### config.mk
export PLATFORM = sky130hd
export DESIGN_NAME = dcache_axi_bridge_flat
export DESIGN_NICKNAME = d
export VERILOG_FILES = /design/src/rtl/dcache_axi_bridge_pkg.sv /design/src/rtl/dcache_axi_bridge_if.sv /design/src/rtl/dcache_axi_bridge_axi_line_serializer.sv /design/src/rtl/dcache_axi_bridge.sv /design/src/flat_wrapper.sv
export SDC_FILE = /design/constraint.sdc
export NUM_CORES = 1
export LEC_CHECK = 0
export ABC_AREA = 1
export BUFFER_PORTS_ARGS = -buffer_cell sky130_fd_sc_hd__buf_2
export CAP_MARGIN = 30
export CORE_AREA = 4 4 325 327
export CTS_CLUSTER_SIZE = 12
export DETAILED_ROUTE_END_ITERATION = 10
export DIE_AREA = 0 0 329 331
export PLACE_DENSITY = 0.61
export SLEW_MARGIN = 20
export SYNTH_ARGS = -nofsm -noshare
export SYNTH_HDL_FRONTEND = slang
export SYNTH_SLANG_ARGS = --single-unit
### constraint.sdc
create_clock -name clk -period 1.54 [get_ports clk]
set_input_delay 0.154 -clock clk [delete_from_list [all_inputs] [get_ports clk]]
set_output_delay 0.154 -clock clk [all_outputs]
set_load 0.1 [all_outputs]
### src/rtl/dcache_axi_bridge_pkg.sv
// Shared types and constants for the dcache <-> AXI4 bridge.
package dcache_axi_pkg;

  localparam int unsigned LINE_WORDS = 16;
  localparam logic [1:0]  BURST_INCR = 2'b01;
  localparam logic [2:0]  SIZE_WORD  = 3'b010;

  typedef enum logic [2:0] {
    R_IDLE = 3'b001,
    R_AR   = 3'b010,
    R_DATA = 3'b100
  } rd_state_e;

  typedef enum logic [3:0] {
    W_IDLE = 4'b0001,
    W_AW   = 4'b0010,
    W_DATA = 4'b0100,
    W_RESP = 4'b1000
  } wr_state_e;

endpackage

### src/rtl/dcache_axi_bridge_if.sv
// AXI4 master-port bundle between the dcache bridge and the core interconnect.
interface dcache_axi_bridge_if;
  import dcache_axi_pkg::*;

  logic [3:0]  arid;
  logic [31:0] araddr;
  logic [7:0]  arlen;
  logic [2:0]  arsize;
  logic [1:0]  arburst;
  logic        arvalid;
  logic        arready;

  logic [3:0]  rid;
  logic [31:0] rdata;
  logic [1:0]  rresp;
  logic        rlast;
  logic        rvalid;
  logic        rready;

  logic [3:0]  awid;
  logic [31:0] awaddr;
  logic [7:0]  awlen;
  logic [2:0]  awsize;
  logic [1:0]  awburst;
  logic        awvalid;
  logic        awready;

  logic [31:0] wdata;
  logic [3:0]  wstrb;
  logic        wlast;
  logic        wvalid;
  logic        wready;

  logic [3:0]  bid;
  logic [1:0]  bresp;
  logic        bvalid;
  logic        bready;

  modport master (
    output arid, araddr, arlen, arsize, arburst, arvalid,
    input  arready,
    input  rid, rdata, rresp, rlast, rvalid,
    output rready,
    output awid, awaddr, awlen, awsize, awburst, awvalid,
    input  awready,
    output wdata, wstrb, wlast, wvalid,
    input  wready,
    input  bid, bresp, bvalid,
    output bready
  );

  modport slave (
    input  arid, araddr, arlen, arsize, arburst, arvalid,
    output arready,
    output rid, rdata, rresp, rlast, rvalid,
    input  rready,
    input  awid, awaddr, awlen, awsize, awburst, awvalid,
    output awready,
    input  wdata, wstrb, wlast, wvalid,
    output wready,
    output bid, bresp, bvalid,
    input  bready
  );

endinterface

### src/rtl/dcache_axi_bridge_axi_line_serializer.sv
// Holds a latched cache line and walks it out one 32-bit word per W handshake,
// starting at the request's word offset and wrapping at the line end.
module axi_line_serializer
  import dcache_axi_pkg::*;
#(
  parameter int unsigned LINE_WORDS = 16,
  localparam int unsigned CNT_W     = $clog2(LINE_WORDS)
) (
  input  logic                    clk,
  input  logic                    rstn,
  input  logic                    i_load,
  input  logic [32*LINE_WORDS-1:0] i_line,
  input  logic [CNT_W-1:0]        i_start,
  input  logic [7:0]              i_len,
  input  logic                    i_adv,
  output logic [31:0]             o_wdata,
  output logic                    o_wlast
);

  logic [32*LINE_WORDS-1:0] r_line;
  logic [CNT_W-1:0]         r_cnt;
  logic [7:0]               r_beats;

  always_ff @(posedge clk or negedge rstn) begin
    if (!rstn) begin
      r_line  <= '0;
      r_cnt   <= '0;
      r_beats <= '0;
    end else if (i_load) begin
      r_line  <= i_line;
      r_cnt   <= i_start;
      r_beats <= '0;
    end else if (i_adv) begin
      r_cnt   <= r_cnt + 1'b1;
      r_beats <= r_beats + 8'd1;
    end
  end

  always_comb begin
    o_wdata = r_line[32*r_cnt +: 32];
    o_wlast = (r_beats == i_len);
  end

endmodule

### src/rtl/dcache_axi_bridge.sv
// Dcache miss/write-back responder: independent AXI4 read and write engines,
// with reads to a line that has a write in flight held off until it completes.
module dcache_axi_bridge
  import dcache_axi_pkg::*;
#(
  parameter int unsigned LINE_WORDS = 16,
  parameter logic [3:0]  WR_ID      = 4'd1,
  parameter logic [3:0]  RD_ID      = 4'd1
) (
  input  logic                     clk,
  input  logic                     rstn,
  input  logic                     r_req,
  input  logic [31:0]              r_addr,
  input  logic [7:0]               r_length,
  input  logic [2:0]               r_size,
  output logic                     r_rdy,
  input  logic                     r_data_ready,
  output logic                     ret_valid,
  output logic [31:0]              ret_data,
  output logic                     ret_last,
  input  logic                     w_req,
  input  logic [31:0]              w_addr,
  input  logic [7:0]               w_length,
  input  logic [2:0]               w_size,
  input  logic [32*LINE_WORDS-1:0] w_line,
  input  logic [3:0]               w_strb,
  output logic                     w_rdy,
  output logic                     wrt_finish,
  dcache_axi_bridge_if.master      axi
);

  localparam int unsigned CNT_W = $clog2(LINE_WORDS);

  rd_state_e   r_rd_state, w_rd_next;
  wr_state_e   r_wr_state, w_wr_next;

  logic [31:0] r_ar_addr;
  logic [7:0]  r_ar_len;
  logic [2:0]  r_ar_size;
  logic [31:0] r_aw_addr;
  logic [7:0]  r_aw_len;
  logic [2:0]  r_aw_size;
  logic [3:0]  r_w_strb;

  logic        w_hazard;
  logic        w_rd_accept;
  logic        w_wr_accept;
  logic        w_w_hs;
  logic [31:0] w_ser_data;
  logic        w_ser_last;

  // Same-line check uses the address above the line offset.
  always_comb begin
    w_hazard    = (r_wr_state != W_IDLE) &&
                  (r_addr[31:CNT_W+2] == r_aw_addr[31:CNT_W+2]);
    w_rd_accept = r_req && (r_rd_state == R_IDLE) && !w_hazard;
    w_wr_accept = w_req && (r_wr_state == W_IDLE);
    w_w_hs      = (r_wr_state == W_DATA) && axi.wready;
  end

  always_ff @(posedge clk or negedge rstn) begin
    if (!rstn) r_rd_state <= R_IDLE;
    else       r_rd_state <= w_rd_next;
  end

  always_comb begin
    w_rd_next = r_rd_state;
    case (r_rd_state)
      R_IDLE:  if (w_rd_accept) w_rd_next = R_AR;
      R_AR:    if (axi.arready) w_rd_next = R_DATA;
      R_DATA:  if (axi.rvalid && r_data_ready && axi.rlast) w_rd_next = R_IDLE;
      default: w_rd_next = R_IDLE;
    endcase
  end

  always_comb begin
    r_rdy       = (r_rd_state == R_IDLE) && !w_hazard;
    axi.arvalid = (r_rd_state == R_AR);
    axi.arid    = (r_rd_state == R_AR) ? RD_ID : '0;
    axi.arburst = (r_rd_state == R_AR) ? BURST_INCR : '0;
    axi.araddr  = r_ar_addr;
    axi.arlen   = r_ar_len;
    axi.arsize  = r_ar_size;
    axi.rready  = (r_rd_state == R_DATA) && r_data_ready;
    ret_valid   = (r_rd_state == R_DATA) && axi.rvalid;
    ret_data    = (r_rd_state == R_DATA) ? axi.rdata : '0;
    ret_last    = (r_rd_state == R_DATA) && axi.rlast;
  end

  always_ff @(posedge clk or negedge rstn) begin
    if (!rstn) begin
      r_ar_addr <= '0;
      r_ar_len  <= '0;
      r_ar_size <= '0;
    end else if (w_rd_accept) begin
      r_ar_addr <= r_addr;
      r_ar_len  <= r_length;
      r_ar_size <= r_size;
    end
  end

  always_ff @(posedge clk or negedge rstn) begin
    if (!rstn) r_wr_state <= W_IDLE;
    else       r_wr_state <= w_wr_next;
  end

  always_comb begin
    w_wr_next = r_wr_state;
    case (r_wr_state)
      W_IDLE:  if (w_wr_accept) w_wr_next = W_AW;
      W_AW:    if (axi.awready) w_wr_next = W_DATA;
      W_DATA:  if (w_w_hs && w_ser_last) w_wr_next = W_RESP;
      W_RESP:  if (axi.bvalid) w_wr_next = W_IDLE;
      default: w_wr_next = W_IDLE;
    endcase
  end

  always_comb begin
    w_rdy       = (r_wr_state == W_IDLE);
    axi.awvalid = (r_wr_state == W_AW);
    axi.awid    = (r_wr_state == W_AW) ? WR_ID : '0;
    axi.awburst = (r_wr_state == W_AW) ? BURST_INCR : '0;
    axi.awaddr  = r_aw_addr;
    axi.awlen   = r_aw_len;
    axi.awsize  = r_aw_size;
    axi.wvalid  = (r_wr_state == W_DATA);
    axi.wdata   = w_ser_data;
    axi.wlast   = (r_wr_state == W_DATA) && w_ser_last;
    axi.wstrb   = '0;
    if (r_wr_state == W_DATA) axi.wstrb = (r_aw_len == 8'd0) ? r_w_strb : 4'hF;
    axi.bready  = (r_wr_state == W_RESP);
    wrt_finish  = (r_wr_state == W_RESP) && axi.bvalid;
  end

  always_ff @(posedge clk or negedge rstn) begin
    if (!rstn) begin
      r_aw_addr <= '0;
      r_aw_len  <= '0;
      r_aw_size <= '0;
      r_w_strb  <= '0;
    end else if (w_wr_accept) begin
      r_aw_addr <= w_addr;
      r_aw_len  <= w_length;
      r_aw_size <= w_size;
      r_w_strb  <= w_strb;
    end
  end

  axi_line_serializer #(
    .LINE_WORDS (LINE_WORDS)
  ) u_ser (
    .clk     (clk),
    .rstn    (rstn),
    .i_load  (w_wr_accept),
    .i_line  (w_line),
    .i_start (w_addr[CNT_W+1:2]),
    .i_len   (r_aw_len),
    .i_adv   (w_w_hs),
    .o_wdata (w_ser_data),
    .o_wlast (w_ser_last)
  );

endmodule

### src/flat_wrapper.sv
// flat-port wrapper written by rule: the top's interface ports become plain ports
module dcache_axi_bridge_flat import dcache_axi_pkg::*;
#(
  parameter int unsigned LINE_WORDS = 16,
  parameter logic [3:0]  WR_ID      = 4'd1,
  parameter logic [3:0]  RD_ID      = 4'd1
)
  (clk, rstn, r_req, r_addr, r_length, r_size, r_rdy, r_data_ready, ret_valid, ret_data, ret_last, w_req, w_addr, w_length, w_size, w_line, w_strb, w_rdy, wrt_finish, axi_arid, axi_araddr, axi_arlen, axi_arsize, axi_arburst, axi_arvalid, axi_arready, axi_rid, axi_rdata, axi_rresp, axi_rlast, axi_rvalid, axi_rready, axi_awid, axi_awaddr, axi_awlen, axi_awsize, axi_awburst, axi_awvalid, axi_awready, axi_wdata, axi_wstrb, axi_wlast, axi_wvalid, axi_wready, axi_bid, axi_bresp, axi_bvalid, axi_bready);
  dcache_axi_bridge_if axi_i ();
  input  logic clk;
  input  logic rstn;
  input  logic r_req;
  input  logic [31:0] r_addr;
  input  logic [7:0] r_length;
  input  logic [2:0] r_size;
  output logic r_rdy;
  input  logic r_data_ready;
  output logic ret_valid;
  output logic [31:0] ret_data;
  output logic ret_last;
  input  logic w_req;
  input  logic [31:0] w_addr;
  input  logic [7:0] w_length;
  input  logic [2:0] w_size;
  input  logic [32*LINE_WORDS-1:0] w_line;
  input  logic [3:0] w_strb;
  output logic w_rdy;
  output logic wrt_finish;
  output wire logic [$bits(axi_i.arid)-1:0] axi_arid;
  output wire logic [$bits(axi_i.araddr)-1:0] axi_araddr;
  output wire logic [$bits(axi_i.arlen)-1:0] axi_arlen;
  output wire logic [$bits(axi_i.arsize)-1:0] axi_arsize;
  output wire logic [$bits(axi_i.arburst)-1:0] axi_arburst;
  output wire logic [$bits(axi_i.arvalid)-1:0] axi_arvalid;
  input wire logic [$bits(axi_i.arready)-1:0] axi_arready;
  input wire logic [$bits(axi_i.rid)-1:0] axi_rid;
  input wire logic [$bits(axi_i.rdata)-1:0] axi_rdata;
  input wire logic [$bits(axi_i.rresp)-1:0] axi_rresp;
  input wire logic [$bits(axi_i.rlast)-1:0] axi_rlast;
  input wire logic [$bits(axi_i.rvalid)-1:0] axi_rvalid;
  output wire logic [$bits(axi_i.rready)-1:0] axi_rready;
  output wire logic [$bits(axi_i.awid)-1:0] axi_awid;
  output wire logic [$bits(axi_i.awaddr)-1:0] axi_awaddr;
  output wire logic [$bits(axi_i.awlen)-1:0] axi_awlen;
  output wire logic [$bits(axi_i.awsize)-1:0] axi_awsize;
  output wire logic [$bits(axi_i.awburst)-1:0] axi_awburst;
  output wire logic [$bits(axi_i.awvalid)-1:0] axi_awvalid;
  input wire logic [$bits(axi_i.awready)-1:0] axi_awready;
  output wire logic [$bits(axi_i.wdata)-1:0] axi_wdata;
  output wire logic [$bits(axi_i.wstrb)-1:0] axi_wstrb;
  output wire logic [$bits(axi_i.wlast)-1:0] axi_wlast;
  output wire logic [$bits(axi_i.wvalid)-1:0] axi_wvalid;
  input wire logic [$bits(axi_i.wready)-1:0] axi_wready;
  input wire logic [$bits(axi_i.bid)-1:0] axi_bid;
  input wire logic [$bits(axi_i.bresp)-1:0] axi_bresp;
  input wire logic [$bits(axi_i.bvalid)-1:0] axi_bvalid;
  output wire logic [$bits(axi_i.bready)-1:0] axi_bready;
  assign axi_arid = axi_i.arid;
  assign axi_araddr = axi_i.araddr;
  assign axi_arlen = axi_i.arlen;
  assign axi_arsize = axi_i.arsize;
  assign axi_arburst = axi_i.arburst;
  assign axi_arvalid = axi_i.arvalid;
  assign axi_i.arready = axi_arready;
  assign axi_i.rid = axi_rid;
  assign axi_i.rdata = axi_rdata;
  assign axi_i.rresp = axi_rresp;
  assign axi_i.rlast = axi_rlast;
  assign axi_i.rvalid = axi_rvalid;
  assign axi_rready = axi_i.rready;
  assign axi_awid = axi_i.awid;
  assign axi_awaddr = axi_i.awaddr;
  assign axi_awlen = axi_i.awlen;
  assign axi_awsize = axi_i.awsize;
  assign axi_awburst = axi_i.awburst;
  assign axi_awvalid = axi_i.awvalid;
  assign axi_i.awready = axi_awready;
  assign axi_wdata = axi_i.wdata;
  assign axi_wstrb = axi_i.wstrb;
  assign axi_wlast = axi_i.wlast;
  assign axi_wvalid = axi_i.wvalid;
  assign axi_i.wready = axi_wready;
  assign axi_i.bid = axi_bid;
  assign axi_i.bresp = axi_bresp;
  assign axi_i.bvalid = axi_bvalid;
  assign axi_bready = axi_i.bready;
  dcache_axi_bridge #(.LINE_WORDS(LINE_WORDS), .WR_ID(WR_ID), .RD_ID(RD_ID)) u_core (.clk(clk), .rstn(rstn), .r_req(r_req), .r_addr(r_addr), .r_length(r_length), .r_size(r_size), .r_rdy(r_rdy), .r_data_ready(r_data_ready), .ret_valid(ret_valid), .ret_data(ret_data), .ret_last(ret_last), .w_req(w_req), .w_addr(w_addr), .w_length(w_length), .w_size(w_size), .w_line(w_line), .w_strb(w_strb), .w_rdy(w_rdy), .wrt_finish(wrt_finish), .axi(axi_i));
endmodule
After elaboration in Yosys (flattened, before gate mapping)
Index checks and enable logic that the tools add are counted.

word-level totals
  register bits = 621
  bits in latches = 0
  bits in writable memories = 0
  bits in read-only memories = 0
  bits of input ports = 657
  output and inout bits = 177
  logic and storage cells = 71
  memories kept = 0

cells by class
  add/subtract/negate cells = 2
  multiply operators = 0
  divide/modulo/power cells = 0
  magnitude comparators = 0
  equal/unequal tests = 17
  shifts and indexed selects = 1
  muxes and demuxes = 20
  bitwise operators = 0
  reduce and logical (&&, ||, !) cells = 19

operators with widths
  operator                                                          number
  512-bit by 10-bit variable part select with 32-bit output         1
  32-bit two-way mux                                                1
  4-bit two-way mux                                                 8
  26-bit == test                                                    1
  8-bit two-way mux                                                 2
  4-bit case mux with 4 select lines                                1
  1-bit logical AND                                                 14
  2-bit by 1-bit != test with 1-bit output (second input constant)  6
  3-bit two-way mux                                                 3
  3-bit case mux with 3 select lines                                1
  8-bit by 1-bit adder with 8-bit output (second input constant)    1
  8-bit == test                                                     1
  8-bit logical NOT                                                 1
  4-bit by 1-bit adder with 4-bit output (second input constant)    1
  4-bit by 1-bit == test with 1-bit output (second input constant)  1
  4-bit by 2-bit == test with 1-bit output (second input constant)  1
  4-bit by 3-bit == test with 1-bit output (second input constant)  1
  4-bit == test (second input constant)                             1
  1-bit two-way mux                                                 4
  4-bit by 1-bit != test with 1-bit output (second input constant)  1
  4-bit AND reduction                                               1
  3-bit by 1-bit == test with 1-bit output (second input constant)  1
  3-bit by 2-bit == test with 1-bit output (second input constant)  1
  3-bit == test (second input constant)                             1
  other kinds (4)                                                   4

Depth between registers and ports, before layout
  word-level depth = 6
  mapped depth = 12
  gate-level depth less buffers = 11

Cells and area by module
A second synthesis with hierarchy kept.

unflattened totals
  cell total of the unflattened synthesis = 4002
  area total of the unflattened synthesis = 29664.7 sq um

by module, submodules not included
  module               times used  cells each  area an instance (sq um)  seq. area each (sq um)
  axi_line_serializer  1           3373        25007.7                   13112.6
  dcache_axi_bridge    1           629         4657.0                    2429.8

Worst setup path after synthesis
OpenSTA, ideal clock, no wires.

  kind = reg-to-output
  start = register u_core.r_wr_state[1]
  end = output axi_wstrb[0]
  arrival time = 3.633 ns
  path slack = -2.247 ns
  cell stages (with the launch flop) = 6
  path buffers = 0
  cells stage by stage = dfrtp_1 -> inv_1 -> nand2_1 -> nor3_2 -> inv_1 -> a21oi_1

between the ends
  longest elaborated chain between the ends = 2

ends and longest elaborated chain
  what                                      RTL line                  RTL
  start: declaration                        dcache_axi_bridge.sv:35   wr_state_e r_wr_state, w_wr_next;
  start signal: assignment                  dcache_axi_bridge.sv:104  else r_wr_state <= w_wr_next;
  4-bit by 3-bit == test with 1-bit output  n/a
  via axi_wvalid                            flat_wrapper.sv:52        output wire logic [$bits(axi_i.wvalid)-1:0] axi_wvalid;
  4-bit two-way mux                         dcache_axi_bridge.sv:130  if (r_wr_state == W_DATA) axi.wstrb = (r_aw_len == 8'd0) ? r_w_strb : 4'hF;
  end: declaration                          flat_wrapper.sv:50        output wire logic [$bits(axi_i.wstrb)-1:0] axi_wstrb;

The timed path passes the listed nets, and every way through them passes these cells.

Worst setup path after layout
  start = register u_core.u_ser.r_cnt[0]
  end = output axi_wdata[25]

between the ends
  longest elaborated chain between the ends = 1

ends and longest elaborated chain
  what                                                       RTL line                                     RTL
  start: declaration                                         dcache_axi_bridge_axi_line_serializer.sv:21  logic [CNT_W-1:0] r_cnt;
  start signal: assignment                                   dcache_axi_bridge_axi_line_serializer.sv:31  r_cnt <= i_start;
  start signal: assignment                                   dcache_axi_bridge_axi_line_serializer.sv:34  r_cnt <= r_cnt + 1'b1;
  512-bit by 10-bit variable part select with 32-bit output  dcache_axi_bridge_axi_line_serializer.sv:40  o_wdata = r_line[32*r_cnt +: 32];
  end: declaration                                           flat_wrapper.sv:49                           output wire logic [$bits(axi_i.wdata)-1:0] axi_wdata;

No other way between the ends.

==> flow_metrics.py <==
metrics = {
    "run_status": {
        "status": "finished with violations",
        "failed_checks": "negative setup slack",
    },
    "placement": {
        "port_buffers": 813,
        "place_area_um2": 40000,
        "hpwl_um": 115000,
        "pre_cts_slack_ns": -0.962,
        "gp_congestion": 0.923,
    },
    "sta": {
        "slew_viol_final": 0,
        "finalHoldViolCount": 0,
        "setup_viol": 789,
        "min_period_over_period": 1.81,
        "fin_ws_ns": -1.25,
        "setup_tns_ns": -302.84,
        "period_needed_ns": 2.79,
        "skew_ns": 0.0282,
        "rsz0062_at_grt": "yes",
        "tightest_slew_ns": 0.853,
        "fmax_mhz": 359,
        "slew_headroom": 0.430,
    },
    "logic_synthesis": {
        "syn_area_per_cell_um2": 7.80,
        "synth_xor_area_frac": 0.00304,
        "syn_area_um2": 28800,
        "synth_top_family_by_area": "simple AND/OR/NAND/NOR gates",
        "yosys_warnings": 0,
        "yosysUniqueCellTypes": 37,
        "synth_cells": 3691,
        "synthAdderAreaFrac": 0.000869,
        "ys_seq_elements": 621,
        "synth_compound_area_frac": 0.144,
        "seq_area_frac_synth": 0.540,
        "muxShareOfSynthArea": 0,
        "synth_simple_gate_area_frac": 0.220,
    },
    "power": {
        "p_leak_nw": 25.8,
        "power_frac_comb": 0.631,
        "power.density_nw_per_um2": 2440,
        "swShare": 0.496,
        "cellInternalPower_mw": 65.2,
        "ir_worst_vdd_uv": 3670,
        "totalPowerFinal_mw": 129,
        "p_clk_frac": 0.146,
        "seq_power_share": 0.224,
        "power_switching_mw": 64.2,
    },
    "clock_tree": {
        "cts_buffers": 75,
        "ctsRootBufferMaster": "clkbuf_16",
        "clock_sink_count": 621,
        "clkLatencyLatePin_ns": 0.66,
        "htree_levels": 3,
        "clock_tree.buffer_depth": 3,
        "cts_tree": "done",
        "clkTransAtPathRegs_ns": 0.06,
    },
    "route": {
        "wl_met3_um": 12700,
        "drtIter0Drc": 2799,
        "vias_per_cell": 4.99,
        "wl_um": 168000,
        "top_layer": "met5",
        "detail_route.first_pass.iterations": 6,
        "postRouteAntennaNets": 0,
        "drc": 0,
        "met1_length_um": 61800,
        "vias": 34600,
        "dr_wl_met2_um": 78700,
        "post_drt_wl_per_cell_um": 24.1,
    },
    "floorplan": {
        "io_pins": 834,
        "start_util": 0.280,
        "dieArea_um2": 109000,
        "core_um2": 103000,
        "dieWidth_um": 329,
        "rows": 118,
        "chipHeight_um": 331,
    },
    "flow_run": {
        "maxCapViolCount": 0,
    },
    "setup_path": {
        "timing.rr.start": "u_core.axi.awaddr[8]",
        "critPathMaxFanout": 10,
        "worstSetupEndpointType": "output pin",
        "start_kind": "flip-flop",
        "critical_path_class": "reg2out",
        "startpoint": "u_core.u_ser.r_cnt[0]",
        "worst_ep_arrival_time_ns": 2.63,
        "crit_required_ns": 1.39,
    },
    "final_layout": {
        "layout.nets": 6145,
        "drive_gt1_frac": 0.352,
        "nFillCells": 8869,
        "fin_area_um2": 53000,
        "area_delta_synth_final_pct": 84.0,
    },
    "grt": {
        "antenna_found_initial": 24,
        "grt_first_pass_wirelength_um": 235000,
        "grt_max_degree": 51,
        "grt_usage": 0.296,
        "grt_overflow": 0,
        "grt_pass1_vias": 35600,
    },
    "min_path": {
        "hp-class": "in2async",
    },
}
## metrics by stage
step	hold WS, ns	cells	util
floorplan	-0.142	3698	-
global placement	0.0137	6062	0.389
detailed placement	0.0159	6062	0.389
CTS	0.0775	6906	0.505
global route	0.0945	6939	0.514
finish	0.103	6944	0.515
## path summary, 6_finish.rpt
path | to | slack [ns] | depth (start not counted)
max | axi_wdata[25] | -1.25 | 8
min | u_core.u_ser.r_line[503] | 0.10 | 3
max reg2reg | u_core.axi.araddr[29] | -0.79 | 17
min reg2reg | u_core.axi.awaddr[3] | 0.47 | 2
max in group asynchronous | u_core.axi.awaddr[7] | 0.10 | 3
min in group clk | u_core.axi.awaddr[3] | 0.13 | 4
## routing by layer
metal / vias up / global-route usage
met5: - / 0
met4: 6 / 0.210
met3: 590 / 0.0609
met2: 1970 / 0.487
met1: 16700 / 0.345
li1: 15300 / -
## layout by cell type (no fill, tap or decap), types with 18 or more instances in the layout
cell type / netlist / layout
nor2_4: 0 / 43
dfrtp_1: 619 / 588
buf_2: 138 / 723
buf_4: 13 / 282
nand4_1: 28 / 28
a21oi_1: 190 / 106
o21ai_2: 0 / 75
nand2_4: 0 / 44
diode_2: 0 / 18
inv_2: 2 / 25
inv_1: 393 / 362
nand2_2: 1 / 56
dlygate4sd3_1: 0 / 611
buf_16: 0 / 48
dfrtp_4: 0 / 27
o2111ai_2: 0 / 23
o21ai_0: 531 / 77
buf_12: 0 / 177
o21ai_1: 20 / 393
nand3_2: 1 / 39
buf_6: 3 / 82
nand3_1: 109 / 58
clkbuf_16: 0 / 86
nand2_1: 1377 / 1275
a21oi_2: 0 / 75
nor2_1: 99 / 48
clkbuf_8: 0 / 18
## synthesized netlist by cell type
| cell | n | area (um^2) |
|---|---|---|
| inv_2 | 2 | 7.51 |
| buf_6 | 3 | 33.8 |
| buf_2 | 138 | 691 |
| nand4_1 | 28 | 175 |
| o21ai_1 | 20 | 100 |
| nand3b_1 | 1 | 7.51 |
| nor3_1 | 6 | 30.0 |
| o21bai_4 | 1 | 18.8 |
| o31ai_1 | 2 | 15.0 |
| conb_1 | 1 | 3.75 |
| nand3_1 | 109 | 546 |
| dfrtp_1 | 619 | 15500 |
| xnor2_1 | 7 | 61.3 |
| and2_1 | 1 | 6.26 |
| xor2_1 | 3 | 26.3 |
| a21oi_1 | 190 | 951 |
| buf_4 | 13 | 97.6 |
| clkbuf_2 | 1 | 5.00 |
| nand3_2 | 1 | 10.0 |
| o21a_1 | 1 | 7.51 |
| buf_1 | 10 | 37.5 |
| nor3_2 | 1 | 10.0 |
| clkinv_1 | 1 | 3.75 |
| nand2_1 | 1377 | 5170 |
| or2_2 | 1 | 6.26 |
| dfstp_2 | 2 | 52.6 |
| o21ai_0 | 531 | 2660 |
| o22ai_1 | 1 | 6.26 |
| nor2_1 | 99 | 372 |
| o211ai_1 | 1 | 7.51 |
| nand2_2 | 1 | 6.26 |
| a31oi_1 | 2 | 12.5 |
| ha_1 | 2 | 25.0 |
| clkbuf_1 | 81 | 304 |
| o2111ai_1 | 40 | 350 |
| o221ai_1 | 1 | 8.76 |
| inv_1 | 393 | 1480 |
## layout make-up
cell class | instances | area [um^2] | share of cell area
repair inverters | 3 | 76.3 | 0.00144
flip-flops and latches | 621 | 15600 | 0.296
clock inverters | 27 | 344 | 0.00650
clock buffers | 110 | 2230 | 0.0421
diodes | 18 | 45.0 | 0.000851
inverters | 396 | 1550 | 0.0292
well taps | 1380 | 1730 | 0.0326
repair buffers | 1953 | 18300 | 0.346
multi-input cells | 2436 | 13000 | 0.245
## worst max-delay path: stages, from the launching register on
cell	delay [ns]
dfrtp_4	0.53
buf_12	0.19
buf_12	0.16
clkbuf_16	0.16
o21ai_4	0.24
nand4_1	0.22
buf_6	0.19
nand2_8	0.09
buf_12	0.18
## kinds of logic (layout without fill, tap and decap cells)
group | count (synthesis) | after routing
buf+inv | 642 | 2489
flops | 621 | 621
fa+ha+maj | 2 | 2
simple gates | 1625 | 1626
compound gates | 790 | 790
xor+xnor | 10 | 10
other cells | 1 | 26
## timing repair
action,4_1_cts,5_1_grt
pin swaps,58,55
endpoints found under the setup margin,759,799
buffers inserted,52,19
cloned,49,10
hold buffers,611,0
endpoints found under the hold margin,1200,0
resized for setup,396,190
## power by group through the flow
stage	clock (mW)	sequential [mW]	combinational [mW]
floorplan	0	35.0	33.5
global placement	0	28.4	67.9
detailed placement	0	28.5	68.3
CTS	19.0	28.5	77.9
global route	19.7	29.5	85.4
finish	18.8	28.9	81.6
## state kept, by name, indices dropped and copies added, names as in the netlist, 4 cells and up
signal and count:
u_core.axi.awlen 8, u_core.axi.arlen 8, u_core.u_ser.r_line 512, u_core.axi.awaddr 32, u_core.u_ser.r_cnt 4, u_core.r_w_strb 4
u_core.u_ser.r_beats 8, u_core.axi.araddr 32, u_core.r_wr_state 4
No activity file was read; power rests on OpenSTA's default activity.
